### src/rtl/core_pkg.sv
// ---------------------------------------------------------------------------
// core_pkg
// Shared definitions for the 64-bit core's branch resolution logic:
//   - op_e    : operation class carried on op_i (none / branch / JAL / JALR)
//   - F3_*    : branch condition encodings carried on funct3_i
//   - state_e : squash FSM states of branch_resolve_stage
// ---------------------------------------------------------------------------
package core_pkg;

   typedef enum logic [1:0] {
      OP_NONE = 2'b00,
      OP_BR   = 2'b01,
      OP_JAL  = 2'b10,
      OP_JALR = 2'b11
   } op_e;

   localparam logic [2:0] F3_BEQ  = 3'b000;
   localparam logic [2:0] F3_BNE  = 3'b001;
   localparam logic [2:0] F3_BLT  = 3'b100;
   localparam logic [2:0] F3_BGE  = 3'b101;
   localparam logic [2:0] F3_BLTU = 3'b110;
   localparam logic [2:0] F3_BGEU = 3'b111;

   typedef enum logic {
      RUN    = 1'b0,
      SHADOW = 1'b1
   } state_e;

endpackage

### src/rtl/branch_cmp.sv
// ---------------------------------------------------------------------------
// branch_cmp
// Purely combinational branch condition evaluator.
// Ports:
//   rs1_i, rs2_i : operands compared by the branch
//   funct3_i     : condition select (EQ/NE/LT/GE/LTU/GEU)
//   cond_o       : condition holds (always 0 for reserved encodings)
//   illegal_o    : funct3_i is one of the reserved encodings 010/011
// ---------------------------------------------------------------------------
module branch_cmp
   import core_pkg::*;
#(
   parameter int DATA_W = 64
) (
   input  logic [DATA_W-1:0] rs1_i,
   input  logic [DATA_W-1:0] rs2_i,
   input  logic [2:0]        funct3_i,
   output logic              cond_o,
   output logic              illegal_o
);

   // Reserved encodings fall into the default arm: never taken, flagged illegal.
   always_comb begin
      cond_o    = 1'b0;
      illegal_o = 1'b0;
      case (funct3_i)
         F3_BEQ:  cond_o = (rs1_i == rs2_i);
         F3_BNE:  cond_o = (rs1_i != rs2_i);
         F3_BLT:  cond_o = ($signed(rs1_i) <  $signed(rs2_i));
         F3_BGE:  cond_o = ($signed(rs1_i) >= $signed(rs2_i));
         F3_BLTU: cond_o = (rs1_i <  rs2_i);
         F3_BGEU: cond_o = (rs1_i >= rs2_i);
         default: illegal_o = 1'b1;
      endcase
   end

endmodule

### src/rtl/branch_resolve_stage.sv
// ---------------------------------------------------------------------------
// branch_resolve_stage
// Registered branch/jump resolution stage. Computes the redirect target and
// link address for each accepted instruction, evaluates the branch condition
// and emits one registered record per instruction over valid/ready. After
// every taken redirect the next SHADOW_N accepted inputs are wrong-path and
// are consumed silently. A saturating counter tracks emitted taken redirects.
// Ports:
//   clk_i, rst_i        : clock, synchronous active-high reset
//   valid_i / ready_o   : input handshake
//   pc_i, offset_i      : instruction PC and pre-doubled branch/JAL offset
//   imm_i, rs1_i, rs2_i : JALR immediate and register operands
//   funct3_i, op_i      : branch condition and operation class
//   flush_i             : drop the held output and the same-cycle input
//   valid_o / ready_i   : output handshake
//   redirect_o, target_o, link_o, err_o : registered result record
//   taken_cnt_o         : saturating count of emitted taken redirects
// ---------------------------------------------------------------------------
module branch_resolve_stage
   import core_pkg::*;
#(
   parameter int DATA_W   = 64,
   parameter int SHADOW_N = 2
) (
   input  logic              clk_i,
   input  logic              rst_i,
   input  logic              valid_i,
   output logic              ready_o,
   input  logic [DATA_W-1:0] pc_i,
   input  logic [DATA_W-1:0] offset_i,
   input  logic [DATA_W-1:0] imm_i,
   input  logic [DATA_W-1:0] rs1_i,
   input  logic [DATA_W-1:0] rs2_i,
   input  logic [2:0]        funct3_i,
   input  logic [1:0]        op_i,
   input  logic              flush_i,
   output logic              valid_o,
   input  logic              ready_i,
   output logic              redirect_o,
   output logic [DATA_W-1:0] target_o,
   output logic [DATA_W-1:0] link_o,
   output logic              err_o,
   output logic [31:0]       taken_cnt_o
);

   localparam int              SQ_W      = (SHADOW_N < 2) ? 1 : $clog2(SHADOW_N + 1);
   localparam logic [SQ_W-1:0] SQ_LOAD   = SQ_W'(SHADOW_N);
   localparam bit              SHADOW_EN = (SHADOW_N > 0);
   localparam logic [DATA_W-1:0] JALR_MASK = {{(DATA_W-1){1'b1}}, 1'b0};

   op_e               op;
   logic              cond;
   logic              illegal;
   logic [DATA_W-1:0] pcTarget;
   logic [DATA_W-1:0] jalrTarget;
   logic              redirectNew;
   logic              errNew;
   logic [DATA_W-1:0] targetNew;
   logic              accept;
   logic              emit;

   state_e            state_q, state_d;
   logic [SQ_W-1:0]   sq_q, sq_d;
   logic              valid_q, valid_d;
   logic              redirect_q, redirect_d;
   logic              err_q, err_d;
   logic [DATA_W-1:0] target_q, target_d;
   logic [DATA_W-1:0] link_q, link_d;
   logic [31:0]       takenCnt_q, takenCnt_d;

   assign op = op_e'(op_i);

   branch_cmp #(.DATA_W(DATA_W)) u_cmp (
      .rs1_i     (rs1_i),
      .rs2_i     (rs2_i),
      .funct3_i  (funct3_i),
      .cond_o    (cond),
      .illegal_o (illegal)
   );

   // Both targets are computed every cycle; the op class picks one.
   // The PC-relative sum doubles as the don't-care target for OP_NONE.
   assign pcTarget   = pc_i + offset_i;
   assign jalrTarget = (rs1_i + imm_i) & JALR_MASK;

   always_comb begin
      redirectNew = 1'b0;
      errNew      = 1'b0;
      targetNew   = pcTarget;
      case (op)
         OP_BR: begin
            redirectNew = cond;
            errNew      = illegal;
         end
         OP_JAL:  redirectNew = 1'b1;
         OP_JALR: begin
            redirectNew = 1'b1;
            targetNew   = jalrTarget;
         end
         default: ;
      endcase
   end

   assign ready_o = !valid_q || ready_i;
   assign accept  = valid_i && ready_o && !flush_i;
   // Inputs accepted while in SHADOW are wrong-path and never reach the output.
   assign emit    = accept && (state_q == RUN);

   // Squash FSM: flush always returns to RUN; in SHADOW each accepted input
   // burns one squash slot and the last slot drops back to RUN.
   always_comb begin
      state_d = state_q;
      sq_d    = sq_q;
      if (flush_i) begin
         state_d = RUN;
         sq_d    = '0;
      end else begin
         case (state_q)
            RUN: begin
               if (SHADOW_EN && emit && redirectNew) begin
                  state_d = SHADOW;
                  sq_d    = SQ_LOAD;
               end
            end
            SHADOW: begin
               if (accept) begin
                  if (sq_q == SQ_W'(1)) begin
                     state_d = RUN;
                     sq_d    = '0;
                  end else begin
                     sq_d = sq_q - SQ_W'(1);
                  end
               end
            end
            default: begin
               state_d = RUN;
               sq_d    = '0;
            end
         endcase
      end
   end

   // Output record: flush kills it, a new emit replaces it, a plain handshake
   // empties it; otherwise every field holds so a stalled consumer sees stable data.
   always_comb begin
      valid_d    = valid_q;
      redirect_d = redirect_q;
      err_d      = err_q;
      target_d   = target_q;
      link_d     = link_q;
      if (flush_i) begin
         valid_d = 1'b0;
      end else if (emit) begin
         valid_d    = 1'b1;
         redirect_d = redirectNew;
         err_d      = errNew;
         target_d   = targetNew;
         link_d     = pc_i + DATA_W'(4);
      end else if (ready_i) begin
         valid_d = 1'b0;
      end
   end

   // Taken counter sticks at all-ones instead of wrapping.
   always_comb begin
      takenCnt_d = takenCnt_q;
      if (emit && redirectNew && (takenCnt_q != 32'hFFFF_FFFF)) begin
         takenCnt_d = takenCnt_q + 32'd1;
      end
   end

   // State and output record registers.
   always_ff @(posedge clk_i) begin
      if (rst_i) begin
         state_q    <= RUN;
         sq_q       <= '0;
         valid_q    <= 1'b0;
         redirect_q <= 1'b0;
         err_q      <= 1'b0;
         target_q   <= '0;
         link_q     <= '0;
      end else begin
         state_q    <= state_d;
         sq_q       <= sq_d;
         valid_q    <= valid_d;
         redirect_q <= redirect_d;
         err_q      <= err_d;
         target_q   <= target_d;
         link_q     <= link_d;
      end
   end

   // Taken counter register; flush deliberately leaves it alone.
   always_ff @(posedge clk_i) begin
      if (rst_i) begin
         takenCnt_q <= '0;
      end else begin
         takenCnt_q <= takenCnt_d;
      end
   end

   assign valid_o     = valid_q;
   assign redirect_o  = redirect_q;
   assign err_o       = err_q;
   assign target_o    = target_q;
   assign link_o      = link_q;
   assign taken_cnt_o = takenCnt_q;

endmodule

### config.mk
export PLATFORM = sky130hd
export DESIGN_NAME = branch_resolve_stage
export DESIGN_NICKNAME = d
export VERILOG_FILES = /design/src/rtl/core_pkg.sv /design/src/rtl/branch_cmp.sv /design/src/rtl/branch_resolve_stage.sv
export SDC_FILE = /design/constraint.sdc
export NUM_CORES = 1
export LEC_CHECK = 0
export CELL_PAD_IN_SITES_DETAIL_PLACEMENT = 1
export CELL_PAD_IN_SITES_GLOBAL_PLACEMENT = 2
export CORE_MARGIN = 1.5
export CORE_UTILIZATION = 24
export DETAILED_ROUTE_END_ITERATION = 10
export GPL_TIMING_DRIVEN = 0
export HOLD_SLACK_MARGIN = 0.12
export MAX_ROUTING_LAYER = met4
export PLACE_DENSITY = 0.76
export SYNTH_ARGS = -nofsm -noshare
export SYNTH_HDL_FRONTEND = slang
export SYNTH_SLANG_ARGS = --single-unit
### constraint.sdc
create_clock -name clk_i -period 3.74 [get_ports clk_i]
set_input_delay 0.748 -clock clk_i [delete_from_list [all_inputs] [get_ports clk_i]]
set_output_delay 0.748 -clock clk_i [all_outputs]
set_load 0.005 [all_outputs]
# [Yosys cells after proc, flatten, opt, wreduce, memory -nomap -nowiden]
# Index checks and enable logic that the tools add are counted.
[totals] inputBits=330 word_cells=63 reg_bits=166
[classes] bitwise_logic=2 reduce_logical=15 n_lt_le_gt_ge=4 add_sub_neg=5 mux=15 eq_ne=14
[op_table] cell="$add 64x64->64" n=2
[op_table] cell="$ge 64x64->1" n=2
[op_table] cell="$lt 64x64->1" n=2
[op_table] cell="$add 64x3->64 const B" n=1
[op_table] cell="$eq 64x64->1" n=1
[op_table] cell="$mux 64" n=1
[op_table] cell="$ne 64x64->1" n=1
[op_table] cell="$add 32x1->32 const B" n=1
[op_table] cell="$ne 32x32->1 const B" n=1
[op_table] cell="$eq 3x3->1 const B" n=4
[op_table] cell="$mux 1" n=7
[op_table] cell="$mux 2" n=3
[op_table] cell="$pmux 1 s6" n=1
[op_table] cell="$reduce_or 6->1" n=1
[op_table] cell="$logic_and 1x1->1" n=5
[op_table] cell="$eq 2x1->1 const B" n=2
[op_table] cell="$eq 2x2->1 const B" n=2
[op_table] cell="$pmux 1 s2" n=2
[op_table] cell="$pmux 2 s2" n=1
[op_table] cell="$reduce_and 2->1" n=2
[op_table] cell="$reduce_or 2->1" n=2
[op_table] cell="$eq 3x1->1 const B" n=1
[op_table] cell="$logic_not 3->1" n=1
[op_table] cell="$logic_not 1->1" n=2
[op_table] cell="other kinds (6)" n=7

# [Depth between registers and ports, before layout]
[depth] depth_word=8 ltp_mapped=13 mapped_depth_nobuf=13

# [Cells and area by module]
# From an unflattened synthesis, not the netlist that was laid out.
[hier_totals] cells_unflattened=2254 area_unflattened_um2=16761.1
[by_module_without_submodules] mod="branch_resolve_stage" seq_area_each_um2=3323.2 cells_per_inst=2010 instances=1 area_per_inst_um2=15011.9
[by_module_without_submodules] mod="branch_cmp" seq_area_each_um2=0.0 cells_per_inst=244 instances=1 area_per_inst_um2=1749.2

# [Least setup slack after synthesis]
# No wires, ideal clock.
[synth_path] path_type="input -> register" startpoint="input port pc_i[0]" endpoint="register target_q[58] (netlist: target_o[58])" required_time_ns=3.628 t_arrival_ns=3.467 setup_ns=0.112 path_slack_ns=0.161 cell_stages=13 path_buffers=0 path_cell_list="ha_1 > inv_1 > fa_1 > nand2b_1 > a21oi_1 > a41oi_1 > a2111oi_1 > o21a_1 > o21ai_2 > a21oi_1 > a21oi_1 > xor2_1 > a2111oi_1"
[synth_via] elab_chain_cells=2
[synth_rtl] item="from (decl)" line_no="branch_resolve_stage.sv:29" rtl="input logic [DATA_W-1:0] pc_i,"
[synth_rtl] item="$add 64x64->64" line_no="branch_resolve_stage.sv:83" rtl="assign pcTarget = pc_i + offset_i;"
[synth_rtl] item="$mux 64" line_no="branch_resolve_stage.sv:90" rtl="case (op)"
[synth_rtl] item="to (signal assigned)" line_no="branch_resolve_stage.sv:188" rtl="target_q <= target_d;"
[synth_rtl] item="to (decl)" line_no="branch_resolve_stage.sv:67" rtl="logic [DATA_W-1:0] target_q, target_d;"
# Every way passes these cells.
# A chain may end at the register's enable or synchronous reset.

# [Worst setup path in the final report]
[layout_path] startpoint="input port rs1_i[12]" endpoint="register takenCnt_q[31] (netlist: taken_cnt_o[31])"
[layout_via] elab_chain_cells=5
[layout_rtl] item="from (decl)" line_no="branch_resolve_stage.sv:32" rtl="input logic [DATA_W-1:0] rs1_i,"
[layout_rtl] item="$ge 64x64->1 (tied with other cells)" line_no="branch_cmp.sv:32" rtl="F3_BGEU: cond_o = (rs1_i >= rs2_i);"
[layout_rtl] item="$pmux 1 s6 (*)" line_no="branch_cmp.sv:26" rtl="case (funct3_i)"
[layout_rtl] item="$pmux 1 s2 (*)" line_no="branch_resolve_stage.sv:90"
[layout_rtl] item="$logic_and 1x1->1 (*) (2 in series)" line_no="branch_resolve_stage.sv:167" rtl="if (emit && redirectNew && (takenCnt_q != 32'hFFFF_FFFF)) begin"
[layout_rtl] item="to (signal assigned)" line_no="branch_resolve_stage.sv:198" rtl="takenCnt_q <= takenCnt_d;"
[layout_rtl] item="to (decl)" line_no="branch_resolve_stage.sv:69" rtl="logic [31:0] takenCnt_q, takenCnt_d;"
# Every way passes the cells marked *; elsewhere a longest branch is shown, timed or not.

==> results.toml <==
[detailed_routing]
routed_wirelength_um = 90200
met2_length_um = 42800
post_drt_via_cell_ratio = 5.20
post_drt_wl_per_cell_um = 23.3
top_layer_used = "met4"
drc_errors = 0
wl_met3_um = 4250
drt_iter0_drc = 1099
vias = 20109
m1WireLength_um = 40200
antenna_left = 0
dr.pass1.iters = 5

[setup_path]
crit_required_ns = 4.11
timing.rr.start = "taken_cnt_o[5]"
slowest_delay_ns = 0.51
path_cells = "clkdlybuf4s50_1 > ha_1 > a21o_1 > a21o_1 > a21oi_2 > nand4b_1 > a21oi_4 > a211oi_4 > a211oi_4 > buf_12 > o21ai_4 > buf_8 > nor4_4 > mux2_4"
path_max_fanout = 5
crit_path_start = "rs1_i[12]"
cp_slowest_cell = "clkdlybuf4s50_1"
critical_path.endpoint_type = "flip-flop"
critPathLaunchType = "primary input"
critPathKind = "primary input to flip-flop"
arrival_ns = 4.14

[floorplanning]
die_area_um2 = 73100
start_util = 0.244
dieWidth_um = 270
num_rows = 97
io_pins = 494
die_h_um = 270
coreArea_um2 = 70400

[yosys]
yosysSeqAreaShare = 0.194
synth_ff_type = "dfxtp_1"
syn_nets = 2861
synth_cell_types = 93
syn_area_um2 = 17200
syn_area_per_cell_um2 = 7.34
async_reset_ff_frac = 0
synth_edf_count = 0
synth_cells = 2337
yosys_warnings = 0
ys_seq_elements = 166

[timing]
rsz0062_at_grt = "true"
max_freq_mhz = 266
tns_ns = -0.0709
layout_setup_ws_ns = -0.0260
min_period_over_period = 1.01
final_max_slew_viol_count = 0
worstMarginPinSlew_ns = 1.17
hold_viol = 0
fin_crit_ns = 3.77
slew_headroom = 0.222
fin_skew_ns = 0.0137
finalSetupViolations = 4

[hold_path]
min_path_type = "flip-flop to flip-flop"
worstHoldStart = "target_o[15]"

[power_and_ir_drop]
p_per_area_nw_per_um2 = 269
leakage_nw = 10.2
peakVddDrop_v = 0.000353
power_w = 0.00701

[clock_network]
cts_root_buffer = "clkbuf_16"
clkTransAtPathRegs_ns = 0.08
h-tree-depth = 4
cts.sinks = 166
cts.path.max_buffers = 2
numCtsBuffers = 17
clock_latency_ns = 0.48
cts_tree = "built"

[global_routing]
antenna_found_initial = 9
grt_max_degree = 17
grt_util_all_layers = 0.244
grt_pass1_wl_um = 132000
grt_pass1_vias = 21071
gr-total-overflow = 0

[placement]
port-buffer-count = 492
dp_cells = 3769
hpwl_um = 74800
dpl_cell_area_um2 = 23300
place_congestion = 0.914

[final_layout]
n_fill_cell = 8489
drive_above_1_share = 0.157
finish.instance_area_um2 = 26000
fin_cells = 3868
fin_nets = 3430
area_delta_synth_final_pct = 51.7

[run_status]
status = "finished with violations"
violations = "negative setup slack"

[flow_run]
max-cap-violations = 0
==> path summary, 6_finish.rpt <==
| check | slack, ns | depth (start not counted) | endpoint |
|---|---|---|---|
| max | -0.03 | 14 | taken_cnt_o[31] |
| min | 0.46 | 2 | target_o[15] |
| min reg2reg | 0.46 | 2 | target_o[15] |
| max reg2reg | 0.35 | 10 | taken_cnt_o[26] |
==> cell families after synthesis <==
logic type,Yosys count,synth area share
buffers and inverters,221,0.0503
muxes,22,0.0141
DFF,166,0.194
xor gates and xnor gates,147,0.0750
AOI/OAI and AO/OA,738,0.282
adders and majority gates,194,0.142
and+or+nand+nor,849,0.242
==> metal layers <==
layer	vias to the layer above	GRT usage
li1	9715	-
met1	9824	0.298
met2	462	0.401
met3	108	0.0420
met4	0	0.0875
met5	-	-
==> flip-flops by register name, indices dropped and copies added, names as in the netlist <==
signal	count
sq_q	2
state_q	1
valid_o	1
err_o	1
redirect_o	1
taken_cnt_o	32
link_o	64
target_o	64
==> cell usage after synthesis, types with 5 or more instances <==
cell type,n,area (um2)
o21bai_1,30,225
mux2_2,7,78.8
dfxtp_1,166,3320
a2111oi_0,12,105
inv_1,119,447
or4_1,16,120
nand4_1,50,313
nor3_1,67,335
a21o_1,85,638
ha_1,192,2400
buf_1,12,45.0
and4_1,8,70.1
a211o_1,6,52.6
o21ai_0,140,701
a211oi_1,76,571
o21a_1,21,158
xnor2_1,79,692
nor4b_1,6,52.6
clkbuf_1,74,278
a221oi_1,10,87.6
xor2_1,68,596
and2_1,11,68.8
o31ai_1,13,97.6
o211ai_1,27,203
a21oi_1,206,1030
a31oi_1,17,106
mux2_1,11,124
and3_1,22,138
buf_2,11,55.1
or3_1,32,200
nand2_1,225,845
nor4_1,15,93.8
nand3_1,52,260
a22oi_1,5,37.5
nand2b_1,18,113
a311oi_1,33,289
nor2b_1,44,275
nor2_1,252,946
==> report_power, final <==
| part | internal, W | switching, W |
|---|---|---|
| registers | 0.00187 | 0.0000657 |
| logic | 0.00140 | 0.00188 |
| clock network | 0.000919 | 0.000869 |
| total | 0.00420 | 0.00282 |
==> timing repair <==
| action | CTS | global route |
|---|---|---|
| pin swaps | 76 | 77 |
| gates cloned | 1 | 1 |
| endpoints found under the setup margin | 71 | 75 |
| hold buffers | 0 | 0 |
| setup buffers | 35 | 29 |
| resized for setup | 410 | 220 |
==> cells in the final DEF, fill, tap and decap left out, types with 30 or more instances in the layout <==
| cell | count |
|---|---|
| a311oi_1 | 30 |
| buf_4 | 59 |
| xor2_1 | 67 |
| clkdlybuf4s50_1 | 368 |
| nand2_1 | 220 |
| buf_2 | 38 |
| dfxtp_1 | 166 |
| ha_4 | 67 |
| nand4_1 | 50 |
| nor2_1 | 250 |
| nor2b_1 | 42 |
| nand3_1 | 50 |
| or3_1 | 31 |
| dlygate4sd2_1 | 37 |
| o21ai_0 | 126 |
| a211oi_1 | 68 |
| clkbuf_1 | 67 |
| xnor2_1 | 76 |
| inv_2 | 47 |
| a21oi_1 | 182 |
| ha_1 | 115 |
| inv_1 | 71 |
| a21o_1 | 85 |
| nor3_1 | 51 |
==> per-stage QoR <==
step                setup slack [ns]   util  hold slack [ns]
global route                  -0.126  0.370            0.485
global placement               -1.56  0.330            0.444
floorplan                      0.161      -            0.448
finish                       -0.0260  0.370            0.457
detailed placement             -1.59  0.330            0.450
CTS                          -0.0233  0.355            0.459
==> worst max-delay path, delay by kind of cell <==
family | cells | cell delay [ns]
AOI/OAI and AO/OA | 7 | 1.31
buffers and inverters | 3 | 0.85
and+or+nand+nor | 2 | 0.63
muxes | 1 | 0.32
adders and majority gates | 1 | 0.25
==> cell type report <==
type / count / area (um2) / area share
clock buffers: 17 / 425 / 0.0163
flip-flops and latches: 166 / 3320 / 0.128
plain buffers: 95 / 424 / 0.0163
multi-input cells: 1950 / 14800 / 0.569
repair buffers: 557 / 5270 / 0.202
clock inverters: 14 / 126 / 0.00485
diodes: 10 / 25.0 / 0.000961
well taps: 940 / 1180 / 0.0452
inverters: 119 / 449 / 0.0173
No activity file was read; power rests on OpenSTA's default activity.
